===== src/rtl/down_timer.sv =====
// Loadable down-counter with one-shot / auto-reload expiry and cascade enable.
// Optional tick prescaler enabled by defining DOWN_TIMER_PRESCALE_EN.
module down_timer #(
    parameter int WIDTH    = 8,
    parameter int PRESCALE = 4
) (
    input  logic             CLK,
    input  logic             CLR_n,
    input  logic [WIDTH-1:0] D,
    input  logic             LOAD_n,
    input  logic             START,
    input  logic             STOP,
    input  logic             MODE,
    input  logic             ENT,
    output logic [WIDTH-1:0] Q,
    output logic             BO,
    output logic             TC_PULSE,
    output logic             BUSY
);

    typedef enum logic {IDLE = 1'b0, RUN = 1'b1} state_t;

    state_t           state_q, state_d;
    logic [WIDTH-1:0] q_q, q_d;
    logic [WIDTH-1:0] reload_q, reload_d;
    logic             tc_q, tc_d;
    logic             tick;

`ifdef DOWN_TIMER_PRESCALE_EN
    localparam int PW = (PRESCALE > 2) ? $clog2(PRESCALE) : 1;
    localparam logic [PW-1:0] PMAX = PW'(PRESCALE - 1);

    logic [PW-1:0] p_q, p_d;

    always_ff @(posedge CLK or negedge CLR_n) begin
        if (!CLR_n) p_q <= '0;
        else        p_q <= p_d;
    end

    // Prescaler only advances on cycles that would otherwise count.
    always_comb begin
        p_d  = p_q;
        tick = 1'b0;
        if (!LOAD_n || STOP || (START && state_q == IDLE)) begin
            p_d = '0;
        end else if (state_q == RUN && ENT) begin
            tick = (p_q == PMAX);
            p_d  = tick ? '0 : p_q + 1'b1;
        end
    end
`else
    assign tick = (state_q == RUN) && ENT;
`endif

    always_ff @(posedge CLK or negedge CLR_n) begin
        if (!CLR_n) begin
            state_q  <= IDLE;
            q_q      <= '0;
            reload_q <= '0;
            tc_q     <= 1'b0;
        end else begin
            state_q  <= state_d;
            q_q      <= q_d;
            reload_q <= reload_d;
            tc_q     <= tc_d;
        end
    end

    // Load beats stop, stop beats start, start beats counting.
    always_comb begin
        state_d  = state_q;
        q_d      = q_q;
        reload_d = reload_q;
        tc_d     = 1'b0;
        if (!LOAD_n) begin
            q_d      = D;
            reload_d = D;
        end else if (STOP) begin
            state_d = IDLE;
        end else if (START && state_q == IDLE) begin
            state_d = RUN;
        end else if (tick) begin
            if (q_q != '0) begin
                q_d = q_q - 1'b1;
            end else begin
                tc_d = 1'b1;
                if (MODE) q_d     = reload_q;
                else      state_d = IDLE;
            end
        end
    end

    assign Q        = q_q;
    assign BO       = (q_q == '0) && ENT;
    assign TC_PULSE = tc_q;
    assign BUSY     = (state_q == RUN);

endmodule


===== config.mk =====
export PLATFORM = sky130hd
export DESIGN_NAME = down_timer
export DESIGN_NICKNAME = d
export VERILOG_FILES = /design/src/rtl/down_timer.sv
export SDC_FILE = /design/constraint.sdc
export NUM_CORES = 1
export LEC_CHECK = 0
export CORE_MARGIN = 8
export CORE_UTILIZATION = 51
export CTS_BUF_LIST = sky130_fd_sc_hd__clkbuf_16
export DETAILED_ROUTE_END_ITERATION = 10
export PLACE_DENSITY = 0.87
export SYNTH_ARGS = -nofsm -noshare
export SYNTH_HDL_FRONTEND = slang
export SYNTH_SLANG_ARGS = --single-unit

===== constraint.sdc =====
create_clock -name CLK -period 3.74 [get_ports CLK]
set_input_delay 0.374 -clock CLK [delete_from_list [all_inputs] [get_ports CLK]]
set_output_delay 0.374 -clock CLK [all_outputs]
set_load 0.02 [all_outputs]

# After elaboration in Yosys (flattened, before gate mapping)
# Index checks and enable logic that the tools add are counted.
# op_classes
eq_ne	6
reduce_logical	8
add_sub_neg	1
mux	16
bitwise_logic	1
# op_table
op	count
$mux 8	6
$mux 1	10
$logic_not 8->1	1
$reduce_and 4->1	2
$reduce_bool 8->1	1
$sub 8x1->8 const B	1
$ne 2x2->1 const B	2
$logic_and 1x1->1	3
$ne 3x1->1 const B	1
$ne 3x2->1 const B	1
$ne 3x3->1 const B	1
$reduce_bool 3->1	1
$ne 2x1->1 const B	1
$not 1->1	1
# word_totals
wordCells	36
ff_bits	18
in_bits	15
out_inout_bits	11

# Longest topological paths before layout
# Gate-level depths: netlist of the first run.
# depth
depth_word	6
mapped_depth	6
depth_no_buf	6

# Worst setup path before layout of the first run
# Ideal clock, no wire load.
# synth_timing
path_type	flip-flop to flip-flop
from	register q_q[0] (netlist: Q[0])
to	register q_q[1] (netlist: Q[1])
n_path_buf	0
t_required_ps	3614
period_less_slack_ps	1986
setup_slack_ps	1754
arrival_ps	1860
stages_incl_launch_ff	7
path_cell_list	dfrtp_1 inv_1 ha_1 or3b_2 nor2_1 mux2i_1 a221o_1
# synth_between
elab_chain_cells	6
elab_cells_between_ends	9
cone_classes	1 x add/sub; 1 x eq/ne; 5 x mux; 2 x reduce/logical
# synth_rtl
item	line	rtl
start, declared	24	logic [WIDTH-1:0] q_q, q_d;
start signal, assigned	63	q_q <= q_d;
$sub 8x1->8 / $reduce_bool 8->1 (equally long branches)	84, 83	
$mux 8	83	if (q_q != '0) begin
$mux 8	82	end else if (tick) begin
$mux 8	80	end else if (START && state_q == IDLE) begin
$mux 8	78	end else if (STOP) begin
$mux 8	75	if (!LOAD_n) begin
# Parallel ways exist; a longest one is shown, timed or not. The select of a mux whose other input is x is not followed.
# A chain may end at the register's enable or synchronous reset.

# Final worst setup path of the first run
# layout_timing
from	register q_q[0] (netlist: Q[0])
to	output port BO
# layout_between
elab_chain_cells	2
# layout_rtl
item	line	rtl
$logic_not 8->1	94	assign BO = (q_q == '0) && ENT;
$logic_and 1x1->1	94	
end, declared	16	output logic BO,
# Every way passes these cells.

==> results of run 1 <==
## kinds of logic after synthesis
group / after synthesis
fa+ha+maj: 2
buf+inv: 9
mux: 6
compound gates: 27
xor+xnor: 4
flops: 18
simple gates: 41
## cells in the final DEF (no fill, tap or decap), types with 3 or more instances in the layout
master / netlist / layout
nand2_1: 12 / 12
dfrtp_1: 18 / 18
nor2_1: 5 / 5
a221o_1: 3 / 3
nor3_1: 3 / 3
o21ai_0: 6 / 6
clkbuf_16: 0 / 3
a21o_1: 4 / 4
nor2b_1: 5 / 5
inv_1: 5 / 5
mux2_2: 4 / 4
clkdlybuf4s50_1: 0 / 25
a31oi_1: 6 / 6
## critical path, cell delays in order, from the launching register on
cell	delay, ns
dfrtp_1	0.43
inv_1	0.12
ha_1	0.23
nor3b_1	0.37
and3_1	0.21
clkdlybuf4s50_1	0.61
## power by group
part	total, mW	internal [mW]	leakage (nW)	switching (mW)
clock	0.216	0.142	0.0385	0.0739
sequential	0.246	0.217	0.218	0.0289
combinational	0.155	0.0785	0.321	0.0768
## cell type report
type | instances | area [µm²] | area share
well taps | 27 | 33.8 | 0.0244
inverters | 5 | 18.8 | 0.0136
flip-flops and latches | 18 | 450 | 0.326
multi-input cells | 80 | 543 | 0.393
clock inverters | 1 | 3.75 | 0.00271
repair buffers | 26 | 258 | 0.186
clock buffers | 3 | 75.1 | 0.0543
## synthesized netlist by cell type (3+ instances only)
| library cell | count |
|---|---|
| nor2b_1 | 5 |
| nor3_1 | 3 |
| o21ai_0 | 6 |
| nor2_1 | 5 |
| dfrtp_1 | 18 |
| mux2_2 | 4 |
| inv_1 | 5 |
| a21o_1 | 4 |
| nand2_1 | 12 |
| a221o_1 | 3 |
| a31oi_1 | 6 |
## metal layers
layer	GRT usage	vias to the layer above	routed length, µm
li1	-	444	-
met1	0.169	444	1100
met2	0.255	36	1240
met3	0.0551	11	171
met4	0.0997	0	89
met5	0	-	0
## worst max path at each step
| stage | startpoint | end | slack, ns |
|---|---|---|---|
| detailed placement | Q[0]$_DFFE_PN0P_ | BO | 1.44 |
| floorplan | Q[0]$_DFFE_PN0P_ | Q[1]$_DFFE_PN0P_ | 1.75 |
| global placement | Q[0]$_DFFE_PN0P_ | BO | 1.50 |
| CTS | Q[0]$_DFFE_PN0P_ | BO | 1.16 |
| finish | Q[0]$_DFFE_PN0P_ | BO | 1.15 |
| global route | Q[0]$_DFFE_PN0P_ | BO | 1.04 |
## metrics by stage
step	utilization	cell area (µm²)	total power, mW	setup WS, ns	hold WS (ns)
after global routing	0.712	1380	0.645	1.04	0.498
after floorplan	-	1030	0.332	1.75	0.0784
after detailed placement	0.671	1300	0.400	1.44	0.470
after CTS	0.712	1380	0.620	1.16	0.484
final	0.712	1380	0.617	1.15	0.481
after global placement	0.671	1300	0.395	1.50	0.462
## sequential cells by signal, summed over array words and instances (netlist names)
name      count
BUSY          1
Q             8
TC_PULSE      1
reload_q      8
==> flow_summary.toml, run 1 <==
[synth]
synth_cell_types = 38
ys_warn_count = 0
synthArstFlopShare = 1.00
synth_compound_area_frac = 0.184
synth_top_family_by_area = "simple AND/OR/NAND/NOR gates"
syn_nets = 124
synth-seq-cells = 18
synth_area_um2 = 1030
synthSimpleGateAreaFrac = 0.223
synth_area_leaders = "dfrtp_1, mux2_2, nand2_1"
synth.top_cell.area_share = 0.438
synth_edf_count = 0
muxShareOfSynthArea = 0.0633
yosysSeqAreaShare = 0.438
avgSynthCellArea_um2 = 9.61
yosysTopAreaCell = "dfrtp_1"
synth_cells = 107
synth_fa_ha_area_frac = 0.0243
synthXorXnorAreaFrac = 0.0341
ys.flop_type = "dfrtp_1"

[clock_network]
post_cts.repair.setup_buffers = 0
cts_inserted_buffers = 3
cts_sinks = 18
ctsHoldBuffers = 0
cts_tree = "done"
clockRootBuffer = "clkbuf_16"
ctsResizeCount = 0
htreeDepth = 1
max-clock-path-buffers = 2
clk_pin_slew_ns = 0.05
worst_skew_pair.late_latency_ns = 0.25

[timing]
skew_ns = 0.00174
tns_ns = 0
tightest_slew_ns = 0.782
relSlewSlack = 0.477
fmax_mhz = 386
drv_slew = 0
setup_viol = 0
period_share = 0.692
min_period_ns = 2.59
rsz0062_at_grt = "no"
hold_viol = 0

[worst_setup_path]
cp-end-kind = "output port"
rrSetupSlack_ns = 1.63
critPathKind = "reg -> out"
r2r_cells = 6
crit_required_ns = 3.37
reg2reg_from = "Q[0]$_DFFE_PN0P_"
timing.rr.end = "Q[1]$_DFFE_PN0P_"
cp_max_fo = 6
arrival_ns = 2.22
critPathLaunchType = "flip-flop"

[power_and_ir_drop]
ir_drop_mv = 0.306
p_leak_nw = 0.577
powerDensity_nw_per_um2 = 446

[floorplan]
core-area_um2 = 1940
dieArea_um2 = 3710
num_rows = 16
die_w_um = 60.9
die_h_um = 60.9
io_pins = 26
start_util = 0.530

[placed_design]
finalWeightedCongestion = 0.840
dp_cells = 156
dp_hpwl_mm = 1.86
port_buffers = 25

[outcome]
outcome = "finished, final reports clean"

[final_layout]
antenna_cells = 0
drive_above_1_share = 0.0902
stdcell_count = 160
areaGrowthSynthToFinish_pct = 34.4
num-fill-cells = 147
fin_nets = 151

[route]
wl_per_cell_um = 16.3
drt-total-wl_mm = 2.60
via_per_inst = 5.84
final_antenna_net_count = 0
dr.pass1.iters = 4
vias = 935
drt_iter0_drc = 27
drc = 0

[min_path]
min_from = "reload_q[0]$_DFFE_PN0N_"
min_to = "reload_q[0]$_DFFE_PN0N_"
hold_path.class = "reg -> reg"
hold_path_depth = 1

[grt]
antenna_found_initial = 0
grt_pass1_wl_mm = 4.29
grt_pass1_vias = 949
track_usage = 0.157
grt_max_degree = 19
grt-ovfl-total = 0

[run]
maxCapViolCount = 0
(Power assumes the default switching activity.)
==> run 2: changes to the inputs <==
--- a/config.mk
+++ b/config.mk
@@ -6,10 +6,10 @@
 export NUM_CORES = 1
 export LEC_CHECK = 0
 export CORE_MARGIN = 8
-export CORE_UTILIZATION = 51
+export CORE_UTILIZATION = 48
 export CTS_BUF_LIST = sky130_fd_sc_hd__clkbuf_16
 export DETAILED_ROUTE_END_ITERATION = 10
-export PLACE_DENSITY = 0.87
+export PLACE_DENSITY = 0.82
 export SYNTH_ARGS = -nofsm -noshare
 export SYNTH_HDL_FRONTEND = slang
 export SYNTH_SLANG_ARGS = --single-unit
==> constraint.sdc (replaced) <==
create_clock -name CLK -period 2.5 [get_ports CLK]
set_input_delay 0.25 -clock CLK [delete_from_list [all_inputs] [get_ports CLK]]
set_output_delay 0.25 -clock CLK [all_outputs]
set_load 0.02 [all_outputs]
==> flow_summary.toml, run 2 (synthesis results as in run 1) <==
[route]
vias = 952
drc = 0
drt_iter0_drc = 32
dr.pass1.iters = 4
wl_per_cell_um = 17.1
via_per_inst = 5.91
final_antenna_net_count = 0
drt-total-wl_mm = 2.75

[clock_network]
worst_skew_pair.late_latency_ns = 0.25
cts_inserted_buffers = 3
max-clock-path-buffers = 2
cts_sinks = 18
post_cts.repair.setup_buffers = 0
clk_pin_slew_ns = 0.05
htreeDepth = 1
cts_tree = "done"
clockRootBuffer = "clkbuf_16"

[worst_setup_path]
crit_chain = "inv_1, ha_1, nor3b_2, and3_1, clkdlybuf4s50_1"
slowest_delay_ns = 0.62
cp-startpoint = "Q[0]$_DFFE_PN0P_"
cp_max_fo = 6
crit_path_top_delay_cell = "clkdlybuf4s50_1"
critPathKind = "reg -> out"
arrival_ns = 2.16
critPathLaunchType = "flip-flop"
crit_required_ns = 2.25
reg2reg_from = "Q[0]$_DFFE_PN0P_"
cp-end-kind = "output port"

[grt]
grt.met1_usage = 0.162
top_usage_layer = "met2"
grt_max_degree = 19
antenna_found_initial = 0
grt_use_met2 = 0.265
grt_pass1_wl_mm = 4.70
grt-ovfl-total = 0
track_usage = 0.147
grt_pass1_vias = 1032
met3_usage = 0.0323

[final_layout]
areaGrowthSynthToFinish_pct = 35.6
mostFrequentLayoutCells = "clkdlybuf4s50_1, dfrtp_1, nand2_1, a31oi_1, o21ai_0"
fin_nets = 152
fin_util = 0.697
num-fill-cells = 161
seq_area_um2 = 450
multi_input_area_um2 = 548
drive_above_1_share = 0.104
antenna_cells = 0
final_common_cell = "clkdlybuf4s50_1"

[timing]
tns_ns = 0
tightest_slew_ns = 0.815
hold_viol = 0
relSlewSlack = 0.455
period_share = 0.962
rsz0062_at_grt = "no"
drv_slew = 0
min_period_ns = 2.41
setup_viol = 0
skew_ns = 0.00164
timing.hold.ws_ns = 0.474
fmax_mhz = 416

[min_path]
hold_path.class = "in -> async"

[placed_design]
dp_hpwl_mm = 2.05
port_buffers = 25
finalWeightedCongestion = 0.885

[power_and_ir_drop]
ir_drop_mv = 0.422
powerDensity_nw_per_um2 = 660
p_leak_nw = 0.584

[floorplan]
start_util = 0.514
die_h_um = 62.3
core-area_um2 = 2000
dieArea_um2 = 3880
io_pins = 26
num_rows = 16
die_w_um = 62.3

[run]
maxCapViolCount = 0

[outcome]
outcome = "finished, final reports clean"
-- run 2: worst paths after layout --
check	end	slack (ns)	cells after the start
setup / recovery	BO	0.09	5
setup reg to reg	Q[1]$_DFFE_PN0P_	0.38	6
max in group asynchronous	reload_q[2]$_DFFE_PN0N_	1.52	1
hold reg to reg	reload_q[0]$_DFFE_PN0N_	0.48	1
hold / removal	reload_q[7]$_DFFE_PN0N_	0.47	1
min in group CLK	reload_q[0]$_DFFE_PN0N_	0.48	1
-- run 2: critical path, delay by kind of cell, from the launching register on --
family,cells,cell delay (ns)
adder cells (fa/ha/maj),1,0.23
buffers and inverters,2,0.75
flip-flops,1,0.43
AND/OR/NAND/NOR,2,0.50
-- run 2: power breakdown --
| group | switching [mW] | leakage (nW) | internal, mW |
|---|---|---|---|
| combinational | 0.114 | 0.327 | 0.119 |
| sequential | 0.0436 | 0.218 | 0.324 |
| clock | 0.108 | 0.0385 | 0.213 |
-- run 2: layer usage --
layer	part of all wire	wire, µm	up-vias
li1	-	-	449
met1	0.41	1140	452
met2	0.50	1390	45
met3	0.063	173	6
met4	0.020	55	0
met5	0	0	-
-- run 2: timing repair --
item                                    in CTS  in global routing
hold buffers                                 0                  0
endpoints found under the setup margin       1                  0
gates resized for setup                      1                  0
-- run 2: cell type report --
class	instances	area share
clock buffer	3	0.0538
timing repair buffer	27	0.190
inverter	5	0.0135
multi-input combinational	80	0.393
clock inverter	1	0.00269
sequential	18	0.323
tap	27	0.0242
-- run 2: metrics by stage --
step                      instances  worst slack, ns  instance area, µm²  power (mW)
after floorplan                 107            0.514                1030       0.496
after global placement          157            0.383                1310       0.592
after detailed placement        157            0.282                1310       0.601
after CTS                       161            0.110                1400       0.927
after global routing            161         0.000484                1400       0.967
final                           161           0.0940                1400       0.921
==> run 3: changes to the inputs <==
--- a/config.mk
+++ b/config.mk
@@ -6,10 +6,10 @@
 export NUM_CORES = 1
 export LEC_CHECK = 0
 export CORE_MARGIN = 8
-export CORE_UTILIZATION = 48
+export CORE_UTILIZATION = 51
 export CTS_BUF_LIST = sky130_fd_sc_hd__clkbuf_16
 export DETAILED_ROUTE_END_ITERATION = 10
-export PLACE_DENSITY = 0.82
+export PLACE_DENSITY = 0.87
 export SYNTH_ARGS = -nofsm -noshare
 export SYNTH_HDL_FRONTEND = slang
 export SYNTH_SLANG_ARGS = --single-unit
==> constraint.sdc (replaced) <==
create_clock -name CLK -period 2.8 [get_ports CLK]
set_input_delay 0.28 -clock CLK [delete_from_list [all_inputs] [get_ports CLK]]
set_output_delay 0.28 -clock CLK [all_outputs]
set_load 0.02 [all_outputs]
==> flow_summary.toml, run 3 (synthesis results as in run 1) <==
[route]
topRoutingLayerUsed = "met4"
dr.pass1.iters = 5
via_per_inst = 6.07
wl_met1_mm = 1.10
route.met3.wl_um = 249
drt-total-wl_mm = 2.95
drt_iter0_drc = 46
drc = 0
met2WireLength_mm = 1.51
vias = 965
final_antenna_net_count = 0
wl_per_cell_um = 18.5

[placed_design]
dp_hpwl_mm = 2.08
place_area_um2 = 1300
dp_cells = 156
finalWeightedCongestion = 0.895
port_buffers = 25
dpl_worst_slack_ns = 0.596

[run]
maxCapViolCount = 0

[timing]
rsz0062_at_grt = "no"
fmax_mhz = 399
setup_viol = 0
hold_viol = 0
skew_ns = 0.00283
setup_ws_ns = 0.295
tns_ns = 0
period_share = 0.895
drv_slew = 0
tightest_slew_ns = 0.812
min_period_ns = 2.51
timing.hold.ws_ns = 0.477
relSlewSlack = 0.457

[floorplan]
io_pins = 26
num_rows = 16
core-area_um2 = 1940
start_util = 0.530
die_w_um = 60.9
dieArea_um2 = 3710
die_h_um = 60.9

[worst_setup_path]
critPathKind = "reg -> out"
rrSetupSlack_ns = 0.65
arrival_ns = 2.23
cp_max_fo = 6
crit_required_ns = 2.52
critPathLaunchType = "flip-flop"
crit_chain = "inv_1, ha_1, nor3b_1, and3_1, clkdlybuf4s50_1"
slowest_delay_ns = 0.60
cp-end-kind = "output port"
crit_path_top_delay_cell = "clkdlybuf4s50_1"

[final_layout]
antenna_cells = 0
seq_area_um2 = 450
drive_above_1_share = 0.0909
multi_input_area_um2 = 543
final_common_cell = "clkdlybuf4s50_1"
mostFrequentLayoutCells = "clkdlybuf4s50_1, dfrtp_1, nand2_1, a31oi_1, o21ai_0"
stdcell_area_um2 = 1380
stdcell_count = 159
areaGrowthSynthToFinish_pct = 34.1
num-fill-cells = 136
fin_util = 0.710
fin_nets = 151

[clock_network]
worst_skew_pair.late_latency_ns = 0.25
max-clock-path-buffers = 2
ctsResizeCount = 0
cts_inserted_buffers = 3
clk_pin_slew_ns = 0.05
cts_tree = "done"
htreeDepth = 1
cts_sinks = 18
post_cts.repair.setup_buffers = 0
ctsHoldBuffers = 0
clockRootBuffer = "clkbuf_16"

[grt]
grt_pass1_wl_mm = 4.59
grt_max_degree = 19
grt_pass1_vias = 1012
grt-ovfl-total = 0
track_usage = 0.168
antenna_found_initial = 0

[outcome]
outcome = "finished, final reports clean"

[min_path]
hold_path.class = "reg -> reg"

[power_and_ir_drop]
fin_total_pwr_mw = 0.827
powerDensity_nw_per_um2 = 600
p_leak_nw = 0.576
ir_drop_mv = 0.430
[run 3: layout make-up]
class	instances	area share
flip-flops and latches	18	0.327
inverters	5	0.0136
repair buffers	26	0.187
multi-input cells	80	0.394
clock buffers	3	0.0544
well taps	27	0.0245
[run 3: worst max-delay path: cells and delay by family, from the launching register on]
kind | cells | cell delay [ns]
buffers and inverters | 2 | 0.72
and+or+nand+nor | 2 | 0.62
DFF | 1 | 0.43
adders and majority gates | 1 | 0.21
[run 3: power breakdown]
| part | switching [mW] | internal (mW) |
|---|---|---|
| sequential | 0.0388 | 0.289 |
| clock | 0.0987 | 0.188 |
| combinational | 0.108 | 0.105 |
| total | 0.245 | 0.582 |
[run 3: metal layers]
layer  global-route usage  vias up
met3               0.0530       15
li1                     -      440
met1                0.166      456
met5                    0        -
met2                0.300       54
met4               0.0963        0
[run 3: worst paths after layout]
path                                         startpoint                      end  cells after the start
worst min register to register  reload_q[3]$_DFFE_PN0N_  reload_q[3]$_DFFE_PN0N_                      2
worst min-delay path            reload_q[3]$_DFFE_PN0N_  reload_q[3]$_DFFE_PN0N_                      2
worst max register to register         Q[0]$_DFFE_PN0P_         Q[2]$_DFFE_PN0P_                      6
worst max-delay path                   Q[0]$_DFFE_PN0P_                       BO                      5
min in group asynchronous                         CLR_n       TC_PULSE$_DFF_PN0_                      1
max in group asynchronous                         CLR_n         Q[6]$_DFFE_PN0P_                      1
